[src/rtl/rpn_pkg.sv]
// rtl/rpn_pkg.sv - operator codes and controller states for the RPN calculator
package rpn_pkg;

    typedef enum logic [1:0] {
        OP_ADD  = 2'b00,
        OP_SUB  = 2'b01,
        OP_MUL  = 2'b10,
        OP_EVAL = 2'b11
    } op_e;

    typedef enum logic [2:0] {
        IDLE   = 3'd0,
        POP_B  = 3'd1,
        POP_A  = 3'd2,
        EXEC   = 3'd3,
        PUSH_R = 3'd4,
        EMIT   = 3'd5
    } state_e;

endpackage

[src/rtl/lifo_store.sv]
// rtl/lifo_store.sv - operand stack: register file with occupancy pointer
module lifo_store #(
    parameter int DEPTH_BITS = 2,
    parameter int WORD_BITS  = 8
) (
    input  logic                  clk,
    input  logic                  rst,
    input  logic                  push,
    input  logic                  pop,
    input  logic [WORD_BITS-1:0]  push_data,
    output logic [WORD_BITS-1:0]  top_data,
    output logic [DEPTH_BITS:0]   depth
);

    localparam int DEPTH = 2 ** DEPTH_BITS;

    logic [WORD_BITS-1:0]  mem [DEPTH];
    logic [DEPTH_BITS-1:0] wr_ptr;
    logic [DEPTH_BITS-1:0] top_ptr;
    logic                  full;
    logic                  empty;

    // Occupancy never exceeds DEPTH, so the MSB alone marks a full stack;
    // the low bits double as the next free slot.
    assign full    = depth[DEPTH_BITS];
    assign empty   = (depth == '0);
    assign wr_ptr  = depth[DEPTH_BITS-1:0];
    assign top_ptr = wr_ptr - DEPTH_BITS'(1);
    assign top_data = mem[top_ptr];

    // Occupancy pointer; push and pop are never requested together
    always_ff @(posedge clk) begin
        if (rst) begin
            depth <= '0;
        end else if (push && !full) begin
            depth <= depth + (DEPTH_BITS + 1)'(1);
        end else if (pop && !empty) begin
            depth <= depth - (DEPTH_BITS + 1)'(1);
        end
    end

    // Storage write; contents are left unreset since depth gates every read
    always_ff @(posedge clk) begin
        if (push && !full) begin
            mem[wr_ptr] <= push_data;
        end
    end

endmodule

[src/rtl/rpn_calc.sv]
// rtl/rpn_calc.sv - token-driven RPN calculator with stack-based evaluation
module rpn_calc
    import rpn_pkg::*;
#(
    parameter int DEPTH_BITS = 2,
    parameter int WORD_BITS  = 8
) (
    input  logic                  clk,
    input  logic                  rst,
    input  logic                  in_valid,
    output logic                  in_ready,
    input  logic                  in_is_op,
    input  logic [WORD_BITS-1:0]  in_data,
    output logic                  out_valid,
    output logic [WORD_BITS-1:0]  out_data,
    output logic                  err_overflow,
    output logic                  err_underflow,
    output logic [DEPTH_BITS:0]   depth
);

    state_e               state;
    state_e               state_nx;
    op_e                  in_op;
    op_e                  op_q;
    logic                 accept;
    logic                 full;
    logic                 empty;
    logic                 has_two;
    logic                 push;
    logic                 pop;
    logic [WORD_BITS-1:0] push_data;
    logic [WORD_BITS-1:0] top_data;
    logic [WORD_BITS-1:0] opnd_a;
    logic [WORD_BITS-1:0] opnd_b;
    logic [WORD_BITS-1:0] result;

    function automatic logic [WORD_BITS-1:0] alu(
        input op_e                  op,
        input logic [WORD_BITS-1:0] a,
        input logic [WORD_BITS-1:0] b
    );
        case (op)
            OP_ADD:  alu = a + b;
            OP_SUB:  alu = a - b;
            OP_MUL:  alu = a * b;
            default: alu = b;
        endcase
    endfunction

    assign in_op   = op_e'(in_data[1:0]);
    assign accept  = in_valid && in_ready;
    assign full    = depth[DEPTH_BITS];
    assign empty   = (depth == '0);
    assign has_two = (depth[DEPTH_BITS:1] != '0);

    lifo_store #(
        .DEPTH_BITS (DEPTH_BITS),
        .WORD_BITS  (WORD_BITS)
    ) u_store (
        .clk       (clk),
        .rst       (rst),
        .push      (push),
        .pop       (pop),
        .push_data (push_data),
        .top_data  (top_data),
        .depth     (depth)
    );

    // State register
    always_ff @(posedge clk) begin
        if (rst) begin
            state <= IDLE;
        end else begin
            state <= state_nx;
        end
    end

    // Next-state: only operators with enough operands leave IDLE
    always_comb begin
        state_nx = state;
        case (state)
            IDLE: begin
                if (accept && in_is_op) begin
                    if (in_op == OP_EVAL) begin
                        if (!empty) state_nx = EMIT;
                    end else if (has_two) begin
                        state_nx = POP_B;
                    end
                end
            end
            POP_B:   state_nx = POP_A;
            POP_A:   state_nx = EXEC;
            EXEC:    state_nx = PUSH_R;
            PUSH_R:  state_nx = IDLE;
            EMIT:    state_nx = IDLE;
            default: state_nx = IDLE;
        endcase
    end

    // Stack controls: operand pushes from IDLE, result push from PUSH_R
    always_comb begin
        in_ready  = (state == IDLE);
        push      = 1'b0;
        pop       = 1'b0;
        push_data = in_data;
        case (state)
            IDLE:          push = accept && !in_is_op && !full;
            POP_B, POP_A:  pop  = 1'b1;
            PUSH_R: begin
                push      = 1'b1;
                push_data = result;
            end
            EMIT:          pop  = 1'b1;
            default: ;
        endcase
    end

    // Result and error pulses; errors only arise from IDLE accepts, so they
    // can never coincide with the out_valid that follows EMIT
    always_ff @(posedge clk) begin
        if (rst) begin
            out_valid     <= 1'b0;
            out_data      <= '0;
            err_overflow  <= 1'b0;
            err_underflow <= 1'b0;
        end else begin
            out_valid     <= (state == EMIT);
            if (state == EMIT) out_data <= top_data;
            err_overflow  <= accept && !in_is_op && full;
            err_underflow <= accept && in_is_op &&
                             ((in_op == OP_EVAL) ? empty : !has_two);
        end
    end

    // Operand capture and execution; b is the top, a the deeper operand
    always_ff @(posedge clk) begin
        if (accept && in_is_op) op_q <= in_op;
        if (state == POP_B)     opnd_b <= top_data;
        if (state == POP_A)     opnd_a <= top_data;
        if (state == EXEC)      result <= alu(op_q, opnd_a, opnd_b);
    end

endmodule

[config.mk]
export PLATFORM = sky130hd
export DESIGN_NAME = rpn_calc
export DESIGN_NICKNAME = d
export VERILOG_FILES = /design/src/rtl/rpn_pkg.sv /design/src/rtl/lifo_store.sv /design/src/rtl/rpn_calc.sv
export SDC_FILE = /design/constraint.sdc
export NUM_CORES = 1
export LEC_CHECK = 0
export ABC_CLOCK_PERIOD_IN_PS = 8680
export BUFFER_PORTS_ARGS = -buffer_cell sky130_fd_sc_hd__buf_2
export CAP_MARGIN = 30
export CORE_AREA = 5 5 95 97
export DETAILED_ROUTE_END_ITERATION = 10
export DIE_AREA = 0 0 100 102
export PLACE_DENSITY = 0.72
export SETUP_SLACK_MARGIN = 0.2
export SYNTH_ARGS = -nofsm -noshare
export SYNTH_HDL_FRONTEND = slang
export SYNTH_SLANG_ARGS = --single-unit
[constraint.sdc]
create_clock -name clk -period 8.68 [get_ports clk]
set_input_delay 0.434 -clock clk [delete_from_list [all_inputs] [get_ports clk]]
set_output_delay 0.434 -clock clk [all_outputs]
set_load 0.01 [all_outputs]
# After elaboration in Yosys (flattened, before gate mapping)
# Memories as Yosys holds them, arrays and structs flattened.
# Cells that the tools add are included.
# totals
regBits,43
ram_bits,32
in_bits,12
n_memories,1
# op_classes
n_addsub,5
mul,1
eq_ne,11
muxes,14
reduce_logical,19
# memory_table
memory,depth,width,rd,rd_ports_with_merged_regs,wr,line_no,source
u_store.mem,4,8,1,0,1,lifo_store.sv:17,logic [WORD_BITS-1:0] mem [DEPTH];
# op_table
op,n
8-bit one-hot mux with 3 select lines,1
3-bit 2-to-1 mux,6
3-bit one-hot mux with 4 select lines,1
8-bit adder,1
1-bit logical AND,8
8-bit by 8-bit multiplier with 8-bit output,1
8-bit 2-to-1 mux,1
8-bit subtractor,1
"3-bit by 2-bit == test with 1-bit output, second input constant",2
"3-bit == test, second input constant",2
3-bit logical NOT,2
"2-bit == test, second input constant",2
1-bit logical NOT,4
1-bit 2-to-1 mux,4
2-bit nonzero test,2
"3-bit by 1-bit adder with 3-bit output, second input constant",1
"3-bit by 1-bit == test with 1-bit output, second input constant",1
"3-bit by 1-bit inequality test with 1-bit output, second input constant",1
"3-bit inequality test, second input constant",1
3-bit AND reduction,1
3-bit OR reduction,1
"3-bit by 1-bit subtractor with 3-bit output, second input constant",1
"2-bit by 1-bit == test with 1-bit output, second input constant",1
2-bit logical NOT,1
other kinds (3),3

# Logic depth before layout (Yosys ltp)
# Gate-level depths: netlist of the first run.
# depth
depth_word,8
depth_mapped,16
mapped_depth_nobuf,15

# By module
# From an unflattened synthesis of the first run, not the netlist that was laid out.
# unflattened
hier_cells,361
hier_area_um2,4393.0
# by_module_without_submodules
mod,instances,cells_per_inst,area_each_um2
rpn_calc,1,291,2984.1
lifo_store,1,70,1408.9

# Worst setup path after synthesis of the first run
# No wires, ideal clock.
# synth_path
path_kind,reg-to-reg
start,reg opnd_b[2]
end,reg result[7] (data pin)
t_arrival_ps,3941
required_time_ps,8410
path_slack_ps,4469
stages_incl_launch_ff,16
n_path_buf,1
period_less_slack_ps,4211
path_cell_list,edfxtp_1 clkbuf_1 nand2_1 fa_1 fa_1 inv_1 fa_1 inv_1 fa_1 inv_1 ha_1 a21oi_1 xnor3_1 xnor3_1 mux2i_1 a21oi_1
# synth_between
elab_chain_len,2
word_cells_on_any_way,4
classes_between,add/sub: 2; mul: 1; mux: 1
# synth_lines
item,line_no,source
from (decl),rpn_calc.sv:34,logic [WORD_BITS-1:0] opnd_b;
from (signal assigned),rpn_calc.sv:138,if (state == POP_B) opnd_b <= top_data;
"8-bit by 8-bit multiplier with 8-bit output, or another cell as far along",rpn_calc.sv:45,OP_MUL: alu = a * b;
8-bit one-hot mux with 3 select lines (*),rpn_calc.sv:42,case (op)
to (signal assigned),rpn_calc.sv:140,"if (state == EXEC) result <= alu(op_q, opnd_a, opnd_b);"
to (decl),rpn_calc.sv:35,logic [WORD_BITS-1:0] result;
# Mark *: on every way between the ends. The rest lies on a longest branch, timed or not.
# A chain may end at the register's enable or synchronous reset.

# Final worst setup path of the first run
# layout_path
start,reg opnd_b[3]
end,reg result[7] (data pin)
# Same word-level chain as after synthesis.

==> results of run 1 <==
-- state kept, by name, indices dropped and copies added (netlist names) --
signal and count:
out_data 8, op_q 2, u_store.depth 3, u_store.mem 32, err_overflow 1, state 3, out_valid 1, result 8
opnd_a 8, err_underflow 1, opnd_b 8
-- critical path, cell delays in order, from the launching register on --
cell,delay (ps)
edfxtp_1,600
nand2_1,130
fa_1,440
fa_1,550
inv_1,50
fa_1,470
inv_1,50
fa_1,530
inv_1,40
ha_1,310
a21oi_1,150
xnor3_1,220
xnor3_1,360
mux2i_1,130
a21oi_1,80
-- layer usage --
metal,track usage [%],up-vias,part of all wire (%)
met5,0,-,0.15
met4,6.63,2,2.2
met3,4.16,21,3.9
met2,30.0,45,50
met1,23.6,1328,44
li1,-,1319,-
-- report_power, final --
part	switching, W	total (W)	internal, W
Sequential	0.0000811	0.000556	0.000475
Combinational	0.000509	0.000987	0.000478
Clock	0.000120	0.000239	0.000119
-- synth_stat cells, drive strengths merged, types with 5 or more instances --
cell type,n,share of area (%)
nand2,45,4.1
mux4,8,4.1
edfxtp,58,40
a21oi,20,2.3
buf,5,0.89
nor3,7,0.81
nor2b,7,1.0
o21ai,7,0.81
dfxtp,17,7.8
and2,18,2.6
nor2,20,1.7
ha,29,8.4
mux2,9,2.3
inv,33,2.9
fa,14,6.5
xnor2,22,4.6
mux2i,7,1.6
clkbuf,11,0.95
-- cell usage in the layout, fill, tap and decap left out, drive strengths merged, types with 4 or more instances in the layout --
| cell type | Yosys | routed |
|---|---|---|
| o21ai | 7 | 7 |
| dfxtp | 17 | 17 |
| and2 | 18 | 18 |
| xor2 | 4 | 4 |
| mux2 | 9 | 9 |
| nor3b | 4 | 4 |
| buf | 5 | 27 |
| nor2 | 20 | 20 |
| mux4 | 8 | 8 |
| mux2i | 7 | 7 |
| edfxtp | 58 | 58 |
| clkbuf | 11 | 12 |
| nor3 | 7 | 7 |
| a21oi | 20 | 20 |
| ha | 29 | 29 |
| nor2b | 7 | 7 |
| inv | 33 | 35 |
| xnor2 | 22 | 22 |
| nand2 | 45 | 45 |
| fa | 14 | 14 |
-- cell type report --
type	instances	area, um2
fill	669	3340
sequential	75	2080
multi-input combinational	247	2060
clock buffer	12	155
timing repair buffer	27	138
tap	105	131
inverter	33	124
clock inverter	4	22.5
-- kinds of logic after synthesis --
kind of cell	after synthesis	share of synthesized area, %
multiplexers	24	8.10
flip-flops	75	47.9
AO/OA/AOI/OAI	41	5.50
buffers and inverters	49	4.70
AND/OR/NAND/NOR	111	12.5
adder cells (fa/ha/maj)	43	14.8
XOR/XNOR	28	6.45
-- stage by stage --
stage	util, %	setup WS, ps
3_5_place_dp	56.3	4290
3_3_place_gp	56.3	4390
2_1_floorplan	-	4470
4_1_cts	58.5	4290
5_1_grt	58.5	4050
6_report	58.5	4290
-- worst max path at each step --
stage,endpoint,from,cells past startpoint,slack (ps)
after floorplan,result[7]$_DFFE_PP_,opnd_b[2]$_DFFE_PP_,15,4470
after global placement,result[7]$_DFFE_PP_,opnd_b[3]$_DFFE_PP_,14,4390
after detailed placement,result[7]$_DFFE_PP_,opnd_b[3]$_DFFE_PP_,14,4290
after CTS,result[7]$_DFFE_PP_,opnd_b[3]$_DFFE_PP_,14,4290
after global routing,result[7]$_DFFE_PP_,opnd_b[3]$_DFFE_PP_,14,4050
final,result[7]$_DFFE_PP_,opnd_b[3]$_DFFE_PP_,14,4290
==> load_flow_metrics.sql, run 1 <==
INSERT INTO impl_metrics (metric_group, metric, value, unit) VALUES
('sta', 'fin_setup_tns', '0', 'ps'),
('worst_setup_path', 'cp_data_required_time', '8750', 'ps'),
('die', 'dieWidth', '100', 'um'),
('global_routing', 'initial_antenna_violation_count', '1', ''),
('worst_setup_path', 'timing.reg2reg.setup_slack', '4290', 'ps'),
('logic_synthesis', 'yosys_warnings', '0', ''),
('clock_tree', 'cts_setup_buffers', '0', ''),
('drt', 'drc', '0', ''),
('status', 'outcome', 'finished, final reports clean', ''),
('power', 'total_leakage_power', '1.90', 'nW'),
('finish', 'post_layout_nonfiller_instances', '503', ''),
('logic_synthesis', 'post_synth_instance_area', '0.00434', 'mm2'),
('global_routing', 'overflow', '0', ''),
('clock_tree', 'tritoncts', 'yes', ''),
('global_routing', 'grt_start_max_net_pins', '17', ''),
('hold_path', 'hold_depth', '1', ''),
('drt', 'via_count', '2715', ''),
('global_routing', 'grt_pass1_vias', '2776', ''),
('logic_synthesis', 'synth_cell_types', '43', ''),
('clock_tree', 'cts-hold-fix-buffers', '0', ''),
('finish', 'areaGrowthSynthToFinish', '8.44', '%'),
('finish', 'drive_gt1_share', '16.1', '%'),
('sta', 'max_freq', '228', 'MHz'),
('global_routing', 'grt_pass1_wl', '14.1', 'mm'),
('clock_tree', 'resize_count_post_cts', '0', ''),
('sta', 'period_share', '50.6', '%'),
('sta', 'worst-slew-pin-transition', '802', 'ps'),
('logic_synthesis', 'synth_edf_count', '58', ''),
('worst_setup_path', 'worst-endpoint-arrival', '4460', 'ps'),
('drt', 'detailedRoute.firstIterationViolations', '136', ''),
('clock_tree', 'insertion_delay', '340', 'ps'),
('logic_synthesis', 'synth-seq-area-share', '47.9', '%'),
('worst_setup_path', 'worst_r2r_src', 'opnd_b[3]$_DFFE_PP_', ''),
('logic_synthesis', 'ys_seq_elements', '75', ''),
('drt', 'route.detailed.vias_per_inst', '5.40', ''),
('sta', 'rsz0062_at_grt', 'no', ''),
('die', 'die_height', '102', 'um'),
('die', 'floorplan.initialDensity', '53.9', '%'),
('worst_setup_path', 'reg2regPathDepth', '14', ''),
('drt', 'post_drt_wl_per_cell', '17.0', 'um'),
('power', 'irDropWorstVdd', '163', 'uV'),
('flow_run', 'cap_violations', '0', ''),
('logic_synthesis', 'ys_async_sr_fraction', '0', '%'),
('global_routing', 'grtUsageTotal', '18.1', '%'),
('logic_synthesis', 'synth_top_flop_cell', 'edfxtp_1', ''),
('finish', 'net_count_reported_at_finish', '448', ''),
('drt', 'tritonroute_pass_1_iters', '4', ''),
('clock_tree', 'cts-root-to-sink-buffers', '2', ''),
('die', 'placement_rows', '33', ''),
('finish', 'n_antenna_cell', '0', ''),
('power', 'power.density', '378', 'mW/mm2'),
('worst_setup_path', 'critical_path_peak_fanout', '10', ''),
('die', 'coreArea', '0.00805', 'mm2'),
('sta', 'final-hold-violation-count', '0', ''),
('clock_tree', 'clock_sink_count', '75', ''),
('clock_tree', 'htreeDepth', '3', ''),
('sta', 'timing.hold.ws', '305', 'ps'),
('sta', 'final-setup-viol-count', '0', ''),
('placement', 'place.gp.congestion', '0.869', ''),
('die', 'top_level_ports', '27', ''),
('sta', 'slew_viol_final', '0', ''),
('hold_path', 'worstHoldStart', 'in_data[0]', ''),
('placement', 'placement.cell_area', '0.00453', 'mm2'),
('logic_synthesis', 'synthesized_netlist_net_count', '426', ''),
('sta', 'final_period_minus_worst_setup_slack', '4390', 'ps'),
('die', 'dieArea', '0.0102', 'mm2'),
('clock_tree', 'reg_clk_slew_reported_paths', '80', 'ps'),
('worst_setup_path', 'start_kind', 'register', ''),
('clock_tree', 'tritoncts.num_buffers', '9', ''),
('placement', 'dp_hpwl', '6.45', 'mm'),
('finish', 'design_area', '0.00471', 'mm2'),
('sta', 'slew_headroom', '46.5', '%'),
('logic_synthesis', 'avgSynthCellArea', '11.7', 'um2'),
('power', 'finalPower', '0.00178', 'W'),
('drt', 'routed_wire_length', '8.56', 'mm'),
('hold_path', 'min-delay-path-class', 'in -> reg', ''),
('drt', 'drtAntennaViolNets', '0', ''),
('hold_path', 'holdPathEnd', 'op_q[0]$_DFFE_PP_', ''),
('sta', 'fin_skew', '9.31', 'ps'),
('placement', 'place_inst', '487', ''),
('worst_setup_path', 'crit-reg2reg-capture', 'result[7]$_DFFE_PP_', ''),
('worst_setup_path', 'critical_path.endpoint_type', 'register', ''),
('worst_setup_path', 'worst-setup-path-type', 'reg -> reg', ''),
('clock_tree', 'cts_root_buf', 'clkbuf_8', ''),
('placement', 'i_o_buffers', '26', ''),
('logic_synthesis', 'synth_cells', '371', '');
No activity file was read; power rests on OpenSTA's default activity.
==> inputs of run 2 (changes only) <==
--- a/config.mk
+++ b/config.mk
@@ -5,13 +5,13 @@
 export SDC_FILE = /design/constraint.sdc
 export NUM_CORES = 1
 export LEC_CHECK = 0
-export ABC_CLOCK_PERIOD_IN_PS = 8680
+export ABC_CLOCK_PERIOD_IN_PS = 3760
 export BUFFER_PORTS_ARGS = -buffer_cell sky130_fd_sc_hd__buf_2
 export CAP_MARGIN = 30
 export CORE_AREA = 5 5 95 97
 export DETAILED_ROUTE_END_ITERATION = 10
 export DIE_AREA = 0 0 100 102
-export PLACE_DENSITY = 0.72
+export PLACE_DENSITY = 0.75
 export SETUP_SLACK_MARGIN = 0.2
 export SYNTH_ARGS = -nofsm -noshare
 export SYNTH_HDL_FRONTEND = slang
==> constraint.sdc (replaced) <==
create_clock -name clk -period 3.76 [get_ports clk]
set_input_delay 0.188 -clock clk [delete_from_list [all_inputs] [get_ports clk]]
set_output_delay 0.188 -clock clk [all_outputs]
set_load 0.01 [all_outputs]
==> run 2 against run 1 <==
Net effect:
- the run now ends with negative setup slack left
- critical path depth rose by 1
- die area unchanged
- power rose to 2.6 times the previous value
- non-clock buffer count is 22 higher
- clock power is 130% higher
- count of clock-buffer cells in the layout shrank 2
- sequential share of layout area is 2.7 points lower
- via count up 1.2%
- combinational power grew to 2.9 times the previous value
- register-to-register slack got worse by 4300 ps
- routed wire length is 1.5% higher
- worst hold slack got worse by 210 ps
- critical path type unchanged
- critical endpoint unchanged
- highest routed layer is now met4
==> load_flow_metrics.sql, run 2 (synthesis gave the netlist of run 1 again) <==
INSERT INTO impl_metrics (metric_group, metric, value, unit) VALUES
('status', 'outcome', 'complete, but fails checks', ''),
('status', 'violations', 'negative setup slack', ''),
('finish', 'registers.top_by_ff_count', 'u_store.mem', ''),
('placement', 'pre_cts_ws', '-64.3', 'ps'),
('clock_tree', 'tritoncts', 'yes', ''),
('die', 'dieArea', '0.0102', 'mm2'),
('finish', 'largest_reg_flops', '32', ''),
('global_routing', 'grt_pass1_vias', '2879', ''),
('sta', 'timing.hold.ws', '91.8', 'ps'),
('worst_setup_path', 'crit-reg2reg-capture', 'result[7]$_DFFE_PP_', ''),
('die', 'floorplan.initialDensity', '53.9', '%'),
('sta', 'final-hold-violation-count', '0', ''),
('clock_tree', 'cts-hold-fix-buffers', '0', ''),
('sta', 'rsz0062_at_grt', 'yes', ''),
('worst_setup_path', 'start_kind', 'register', ''),
('global_routing', 'grt_start_max_net_pins', '17', ''),
('clock_tree', 'reg_clk_slew_reported_paths', '80', 'ps'),
('power', 'p_sw_share', '39.0', '%'),
('worst_setup_path', 'setup.worst_path.start', 'opnd_b[2]$_DFFE_PP_', ''),
('worst_setup_path', 'reg2regPathDepth', '15', ''),
('sta', 'worst-slew-pin-transition', '703', 'ps'),
('finish', 'n_antenna_cell', '0', ''),
('clock_tree', 'htreeDepth', '3', ''),
('finish', 'post_layout_nonfiller_instances', '525', ''),
('power', 'total_switching_power', '0.00181', 'W'),
('power', 'irDropWorstVdd', '493', 'uV'),
('finish', 'areaGrowthSynthToFinish', '15.5', '%'),
('die', 'top_level_ports', '27', ''),
('sta', 'max_freq', '264', 'MHz'),
('power', 'power.combinational.fraction', '62.5', '%'),
('drt', 'routed_wire_length', '8.69', 'mm'),
('drt', 'via_count', '2748', ''),
('power', 'cell_internal_pwr', '0.00284', 'W'),
('placement', 'place_inst', '502', ''),
('finish', 'drive_gt1_share', '27.4', '%'),
('finish', 'net_count_reported_at_finish', '470', ''),
('placement', 'dp_hpwl', '6.65', 'mm'),
('drt', 'route.detailed.vias_per_inst', '5.23', ''),
('clock_tree', 'cts-root-to-sink-buffers', '2', ''),
('clock_tree', 'cts_root_buf', 'clkbuf_8', ''),
('power', 'seq_power_share', '25.7', '%'),
('drt', 'drtAntennaViolNets', '0', ''),
('finish', 'multi_input_comb_area', '0.00218', 'mm2'),
('worst_setup_path', 'timing.reg2reg.setup_slack', '-30', 'ps'),
('sta', 'slew_headroom', '53.0', '%'),
('worst_setup_path', 'worst-setup-path-type', 'reg -> reg', ''),
('drt', 'tritonroute_pass_1_iters', '4', ''),
('die', 'dieWidth', '100', 'um'),
('placement', 'place.gp.congestion', '0.859', ''),
('clock_tree', 'clock_sink_count', '75', ''),
('die', 'die_height', '102', 'um'),
('worst_setup_path', 'critical_path_peak_fanout', '3', ''),
('power', 'total_leakage_power', '2.01', 'nW'),
('hold_path', 'min-delay-path-class', 'in -> reg', ''),
('finish', 'register_area', '0.00208', 'mm2'),
('clock_tree', 'insertion_delay', '340', 'ps'),
('sta', 'fin_setup_tns', '-25.5', 'ps'),
('placement', 'i_o_buffers', '26', ''),
('finish', 'filler_cell_count', '630', ''),
('global_routing', 'grtUsageTotal', '18.2', '%'),
('worst_setup_path', 'worst-endpoint-arrival', '3870', 'ps'),
('power', 'finalPower', '0.00465', 'W'),
('sta', 'period_share', '101', '%'),
('drt', 'detailedRoute.firstIterationViolations', '157', ''),
('flow_run', 'cap_violations', '0', ''),
('global_routing', 'overflow', '0', ''),
('drt', 'post_drt_wl_per_cell', '16.5', 'um'),
('finish', 'leading_cell_type_in_the_layout_fill_and_taps_excluded', 'edfxtp_1', ''),
('power', 'p_clk_share', '11.7', '%'),
('sta', 'final-setup-viol-count', '1', ''),
('worst_setup_path', 'worst_r2r_src', 'opnd_b[2]$_DFFE_PP_', ''),
('sta', 'post-route-worst-setup-slack', '-25.5', 'ps'),
('die', 'placement_rows', '33', ''),
('sta', 'slew_viol_final', '0', ''),
('power', 'power.density', '927', 'mW/mm2'),
('sta', 'final_period_minus_worst_setup_slack', '3790', 'ps'),
('sta', 'fin_skew', '9.09', 'ps'),
('finish', 'layout.cells.most_common_list', 'edfxtp_1, nand2_1, buf_2', ''),
('global_routing', 'grt_pass1_wl', '14.2', 'mm'),
('worst_setup_path', 'critical_path.endpoint_type', 'register', ''),
('clock_tree', 'tritoncts.num_buffers', '9', ''),
('worst_setup_path', 'cp_data_required_time', '3850', 'ps'),
('global_routing', 'initial_antenna_violation_count', '0', ''),
('drt', 'drc', '0', ''),
('die', 'coreArea', '0.00805', 'mm2'),
('worst_setup_path', 'worst_setup_path_endpoint', 'result[7]$_DFFE_PP_', '');
-- run 2: worst min path at each step --
| stage | start | to | slack (ps) | cells after the start |
|---|---|---|---|---|
| 3_3_place_gp | in_data[1] | op_q[1]$_DFFE_PP_ | 430 | 1 |
| 3_5_place_dp | in_data[1] | op_q[1]$_DFFE_PP_ | 440 | 1 |
| 5_1_grt | in_data[1] | op_q[1]$_DFFE_PP_ | 80 | 1 |
| 6_report | in_data[0] | op_q[0]$_DFFE_PP_ | 90 | 1 |
| 2_1_floorplan | in_data[0] | op_q[0]$_DFFE_PP_ | 290 | 0 |
| 4_1_cts | in_data[0] | op_q[0]$_DFFE_PP_ | 80 | 1 |
-- run 2: worst max-delay path, stage by stage, from the launching register on --
cell,delay [ps]
edfxtp_1,430
buf_6,130
nand2_4,40
fa_2,390
fa_1,480
inv_1,50
fa_1,490
inv_2,40
fa_1,480
inv_2,40
ha_4,210
a21oi_2,130
xnor3_1,230
xnor3_1,190
mux2i_1,130
a21oi_1,80
-- run 2: timing repair --
action,in CTS,in global routing
pin swaps,21,0
resized for setup,24,2
buffers inserted,7,0
setup endpoints to repair,2,3
-- run 2: metal layers --
metal | up-vias | global-route usage (%) | wire length, um | share of wire, %
li1 | 1357 | - | - | -
met1 | 1341 | 23.3 | 3850 | 44
met2 | 36 | 31.3 | 4460 | 51
met3 | 14 | 3.41 | 196 | 2.3
met4 | 0 | 6.32 | 176 | 2.0
met5 | - | 0 | 0 | 0
-- run 2: metrics by stage --
| step | utilization [%] | cell area [um2] |
|---|---|---|
| floorplan | - | 4410 |
| finish | 62.3 | 5010 |
| global placement | 58.2 | 4690 |
| detailed placement | 58.2 | 4690 |
| global route | 62.3 | 5010 |
| CTS | 62.1 | 5000 |
-- run 2: final cells by class --
type	instances	share of cell area, %
multi-input combinational	247	43.5
sequential	75	41.5
clock buffer	10	2.74
clock inverter	6	0.823
inverter	33	2.47
tap	105	2.62
timing repair buffer	49	6.34
-- run 2: power by group through the flow --
stage,Combinational [W],Clock [W],Sequential [W]
2_1_floorplan,0.00203,0,0.00119
3_3_place_gp,0.00251,0,0.00121
3_5_place_dp,0.00257,0,0.00121
4_1_cts,0.00289,0.000553,0.00120
5_1_grt,0.00323,0.000594,0.00121
6_report,0.00291,0.000545,0.00120
